<file path="src/rtl/fetch_queue_2way.sv">
// rtl/fetch_queue_2way.sv - 2-way instruction fetch queue between imem and decode
// Accepts one PC/PC+4 pair per cycle, presents the two oldest entries, flushes on redirect.
module fetch_queue_2way #(
    parameter int DEPTH = 8,
    parameter int XLEN  = 64,
    parameter int ILEN  = 32
) (
    input  logic                       clk,
    input  logic                       rst_n,
    input  logic                       flush,
    input  logic                       in_valid,
    input  logic [XLEN-1:0]            in_pc,
    input  logic [ILEN-1:0]            in_instr1,
    input  logic [ILEN-1:0]            in_instr2,
    output logic                       in_ready,
    input  logic [1:0]                 deq_cnt,
    output logic                       out_valid0,
    output logic                       out_valid1,
    output logic [ILEN-1:0]            out_instr0,
    output logic [ILEN-1:0]            out_instr1,
    output logic [XLEN-1:0]            out_pc0,
    output logic [XLEN-1:0]            out_pc1,
    output logic [$clog2(DEPTH):0]     count
);
    localparam int PW = $clog2(DEPTH);
    localparam int CW = PW + 1;

    logic [XLEN-1:0] pc_mem_q    [DEPTH];
    logic [XLEN-1:0] pc_mem_d    [DEPTH];
    logic [ILEN-1:0] instr_mem_q [DEPTH];
    logic [ILEN-1:0] instr_mem_d [DEPTH];

    logic [PW-1:0] head_q, head_d, tail_q, tail_d;
    logic [PW-1:0] tail_p1, head_p1;
    logic [CW-1:0] count_q, count_d;
    logic [1:0]    deq_sat, deq_amt;
    logic          enq;

    always_comb begin
        in_ready = (count_q <= CW'(DEPTH - 2));
        enq      = in_valid & in_ready & ~flush;
        deq_sat  = (deq_cnt == 2'd3) ? 2'd2 : deq_cnt;
        // Overshoot past the occupied entries is clamped, never an error
        deq_amt  = (count_q < CW'(deq_sat)) ? count_q[1:0] : deq_sat;
        tail_p1  = tail_q + PW'(1);

        pc_mem_d    = pc_mem_q;
        instr_mem_d = instr_mem_q;
        if (enq) begin
            pc_mem_d[tail_q]     = in_pc;
            instr_mem_d[tail_q]  = in_instr1;
            pc_mem_d[tail_p1]    = in_pc + XLEN'(4);
            instr_mem_d[tail_p1] = in_instr2;
        end

        head_d  = head_q + PW'(deq_amt);
        tail_d  = enq ? (tail_q + PW'(2)) : tail_q;
        count_d = count_q + (enq ? CW'(2) : CW'(0)) - CW'(deq_amt);

        if (flush) begin
            head_d  = '0;
            tail_d  = '0;
            count_d = '0;
        end
    end

    always_ff @(posedge clk or negedge rst_n) begin
        if (!rst_n) begin
            head_q  <= '0;
            tail_q  <= '0;
            count_q <= '0;
        end else begin
            head_q  <= head_d;
            tail_q  <= tail_d;
            count_q <= count_d;
        end
    end

    // Storage is left unreset; invalid slots are gated to zero below
    always_ff @(posedge clk) begin
        pc_mem_q    <= pc_mem_d;
        instr_mem_q <= instr_mem_d;
    end

    always_comb begin
        head_p1    = head_q + PW'(1);
        count      = count_q;
        out_valid0 = (count_q != '0);
        out_valid1 = (count_q >= CW'(2));
        out_pc0    = out_valid0 ? pc_mem_q[head_q]     : '0;
        out_instr0 = out_valid0 ? instr_mem_q[head_q]  : '0;
        out_pc1    = out_valid1 ? pc_mem_q[head_p1]    : '0;
        out_instr1 = out_valid1 ? instr_mem_q[head_p1] : '0;
    end
endmodule

</file>
<file path="config.mk">
export PLATFORM = sky130hd
export DESIGN_NAME = fetch_queue_2way
export DESIGN_NICKNAME = d
export VERILOG_FILES = /design/src/rtl/fetch_queue_2way.sv
export SDC_FILE = /design/constraint.sdc
export NUM_CORES = 2
export LEC_CHECK = 0
export CAP_MARGIN = 20
export CORE_ASPECT_RATIO = 0.9
export CORE_MARGIN = 5
export CORE_UTILIZATION = 40
export DETAILED_ROUTE_END_ITERATION = 8
export PLACE_DENSITY = 0.66
export SLEW_MARGIN = 5
export SYNTH_ARGS = -nofsm -noshare
export SYNTH_HDL_FRONTEND = slang
export SYNTH_SLANG_ARGS = --single-unit
export TNS_END_PERCENT = 50
</file>
<file path="constraint.sdc">
create_clock -name clk -period 8.2 [get_ports clk]
set_input_delay 2.46 -clock clk [delete_from_list [all_inputs] [get_ports clk]]
set_output_delay 2.46 -clock clk [all_outputs]
set_load 0.01 [all_outputs]
</file>
==> results.md <==
* Outcome: complete, no violations
* LEAKAGE at between 0.015 and 0.02 µW
* Critical R2R Launch: count[2]$_DFF_PN0_
* Setup TNS at 0 ns
* Inserted Clock Buffers at between 80 and 90
* Clock Pin Slew Worst Setup and Hold Paths at 0.06 ns
* Initial detailed-routing violation count at between 2,000 and 3,000
* Arr. time, crit path at roughly 4.4 ns
* Synthesized net count at around 3,100
* FF-to-FF path depth at 7
* Clock Skew at a little over 0.02 ns
* Vias in the first global route at approximately 28,000
* VDD IR max at around 0.00026 V
* Yosys reg bits at 777
* Mapped Area at ~0.042 mm²
* Die width at 353 µm
* Pre-antenna DRT Iters at 5
* Filler cells at 9,062
* EDFF count, synth at around 770
* Max Cap Viol at 0
* Avg Inst Size Synth at 14.3 µm²
* DR vias at approximately 27,000
* Share of layout cells above drive strength 1 at between 10% and 20%
* Post-detail-place hpwl at 75.3 mm
* Post-CTS Setup Inserts at 0
* Post-layout util at 47.3%
* Final hold vios at 0
* Slowest library cell on the worst path: ha_4
* Worst hold-check path type: reg -> reg
* Finished Layout Cells at approximately 4,600
* Worst skew pair latency at 0.67 ns
* Drt wl/cell at about 28 µm
* Power density over the cells at 328 mW/mm²
* Antenna Nets Post-Route at 0
* Worst r2r dst: instr_mem_q[152]$_DFFE_PP_
* # rows at ~110
* Crit end category: primary output
* Placed Cells at 4,474
* Fin. max-slew vios at 0
* Post-cts repair resize count at 0
* WHS Endpoint: count[2]$_DFF_PN0_
* CTS sink cnt at 777
* Period utilisation layout at 83.3%
* RD Place Congestion at 0.762
* H-tree Lvls at 3
* Netlist cell types at 40
* Seq/Total Area, Yosys at approximately 55%
* Area growth from synthesis to layout at 17.6%
* Max Fclk at approximately 0.15 GHz
* PortBufs at 332
* Nets at between 3,000 and 4,000
* Flop-to-flop setup slack at ~4.3 ns
* Unrepaired setup endpoints after global routing: false
* Initial antenna violation count at 13
* Placed cell areas at roughly 0.047 mm²
* Clk root buf: clkbuf_16
* Rel. slew slack at around a quarter
* Setup Crit Path Kind: reg -> out
* CTS Buffer Depth at 3
* CTS tree: yes
* Io pins at roughly 330
* Register area at between 0.02 and 0.025 mm²
* Drt drc at 0
* Wire length on met3 at approximately 9 mm
* Crit path time final at 6.83 ns
* Post-CTS Hold Fix Bufs at 0
* Top Metal Used: met5
* Final setup violation count at 0
* Final Cell Area at 0.0498 mm²
* HP Start: count[2]$_DFF_PN0_
* CP Launch Type: flop
* Total gr overflow at 0
* Die area at around 0.11 mm²
* Synth warnings at 0
* Die Height at between 300 and 400 µm
* Max incr delay on CP at ~1.1 ns
* Global-route wire length before repair at between 150 and 200 mm
* Starting Density at approximately 40%
* Core area at 0.105 mm²
* Total Routing Usage GR at around 22%
* Synth async-reset ratio at approximately 1.2%
* Slew @ Worst Pin at around 1.1 ns
* Vias per Instance at about 5.8
* Critical path, cell by cell: ha_4 -> buf_4 -> mux4_2 -> nand2_1 -> a21oi_1 -> clkdlybuf4s50_1
* Critical Path RT at ~5.7 ns
* Met1 WL at about 51 mm
* Post-Synthesis Cells at approximately 3,000
* Post-Route WL at between 100 and 150 mm
* Pin count of the biggest net entering global routing at approximately 130
* Hold path cells at 2
* Met2 WL post-DR at approximately 64 mm
* Multi-input logic area at 0.0182 mm²
* Main flop type after synthesis: edfxtp_1
* Worst Path Max Fanout at 56
report_power, final:
group,switching (µW),internal [µW],total [µW]
combinational,4050,3540,7590
clock,1600,2160,3760
sequential,218,4800,5020
total,5860,10500,16400
sequential cells by signal (all words and copies together), names as in the netlist:
name / count
head_q: 3
count: 4
instr_mem_q: 256
pc_mem_q: 512
tail_q: 2
cells in the mapped netlist, types with 9 or more instances:
library cell    n  area [µm²]
nor3_1         12        60.1
a21boi_1       12        90.1
nor2b_1       188        1180
a21boi_0       41         308
or4_1           9        67.6
xor2_1         17         149
a21oi_1        98         490
nand3_1        31         155
edfxtp_1      768       23100
xnor2_1        34         298
mux2i_1       101        1010
nor4_1         13        81.3
buf_2          15        75.1
nor2_1        119         447
buf_1          54         203
nand2_1       217         815
and2_1        539        3370
and3_1          9        56.3
nand4_1        24         150
clkbuf_1      184         691
ha_1           16         200
mux4_2        384        8650
inv_1          20        75.1
dfrtp_1         9         225
metal layers:
metal | GRT usage, % | vias up
li1 | - | 11600
met1 | 29.3 | 14100
met2 | 38.1 | 1137
met3 | 3.88 | 215
met4 | 6.97 | 4
met5 | 0 | -
final cells by class:
class,instances,area share (%)
clock inverter,46,0.793
multi-input combinational,1915,36.5
tap,1380,3.46
sequential,777,46.7
antenna,8,0.0402
inverter,20,0.151
timing repair buffer,382,7.72
clock buffer,106,4.57
placed cells by master (no fill, tap or decap), types with 18 or more instances in the layout:
cell type,netlist,final
a21boi_0,41,41
a21oi_1,98,98
and2_1,539,534
buf_4,0,37
clkbuf_16,0,88
clkdlybuf4s50_1,0,332
clkinv_1,0,18
edfxtp_1,768,768
inv_1,20,20
mux2i_1,101,101
mux4_2,384,384
nand2_1,217,217
nand3_1,31,31
nand4_1,24,24
nor2_1,119,118
nor2b_1,188,187
xnor2_1,34,33
worst max-delay path by stage:
stage | start | endpoint | slack (ns)
6_report | head_q[0]$_DFF_PN0_ | out_pc1[4] | 1.37
5_1_grt | head_q[1]$_DFF_PN0_ | out_pc0[61] | 1.09
4_1_cts | head_q[1]$_DFF_PN0_ | out_pc0[61] | 1.20
3_5_place_dp | head_q[1]$_DFF_PN0_ | out_pc0[61] | 1.92
3_3_place_gp | head_q[1]$_DFF_PN0_ | out_pc0[61] | 1.97
2_1_floorplan | flush | instr_mem_q[100]$_DFFE_PP_ | 0.34
worst max-delay path, delay by kind of cell, from the launching register on:
family          cells  cell delay, ns
fa+ha+maj           1            1.10
buf+inv             2            1.08
flops               1            0.74
compound gates      1            0.41
mux                 1            0.25
simple gates        1            0.05
metrics by stage:
step	power [µW]	setup WS, ns	hold WS, ns
2_1_floorplan	9270	0.341	0.576
3_3_place_gp	12700	1.97	0.707
3_5_place_dp	12800	1.92	0.717
4_1_cts	16500	1.20	0.730
5_1_grt	17100	1.09	0.777
6_report	16400	1.37	0.731
cell families after synthesis:
| kind of cell | share of synthesized area [%] |
|---|---|
| AND/OR/NAND/NOR | 15.8 |
| XOR/XNOR | 1.05 |
| flip-flops | 55.0 |
| buffers and inverters | 2.46 |
| adder cells (fa/ha/maj) | 0.614 |
| AO/OA/AOI/OAI | 2.33 |
| multiplexers | 22.8 |
Note: power is estimated with default switching activity, not from simulation.
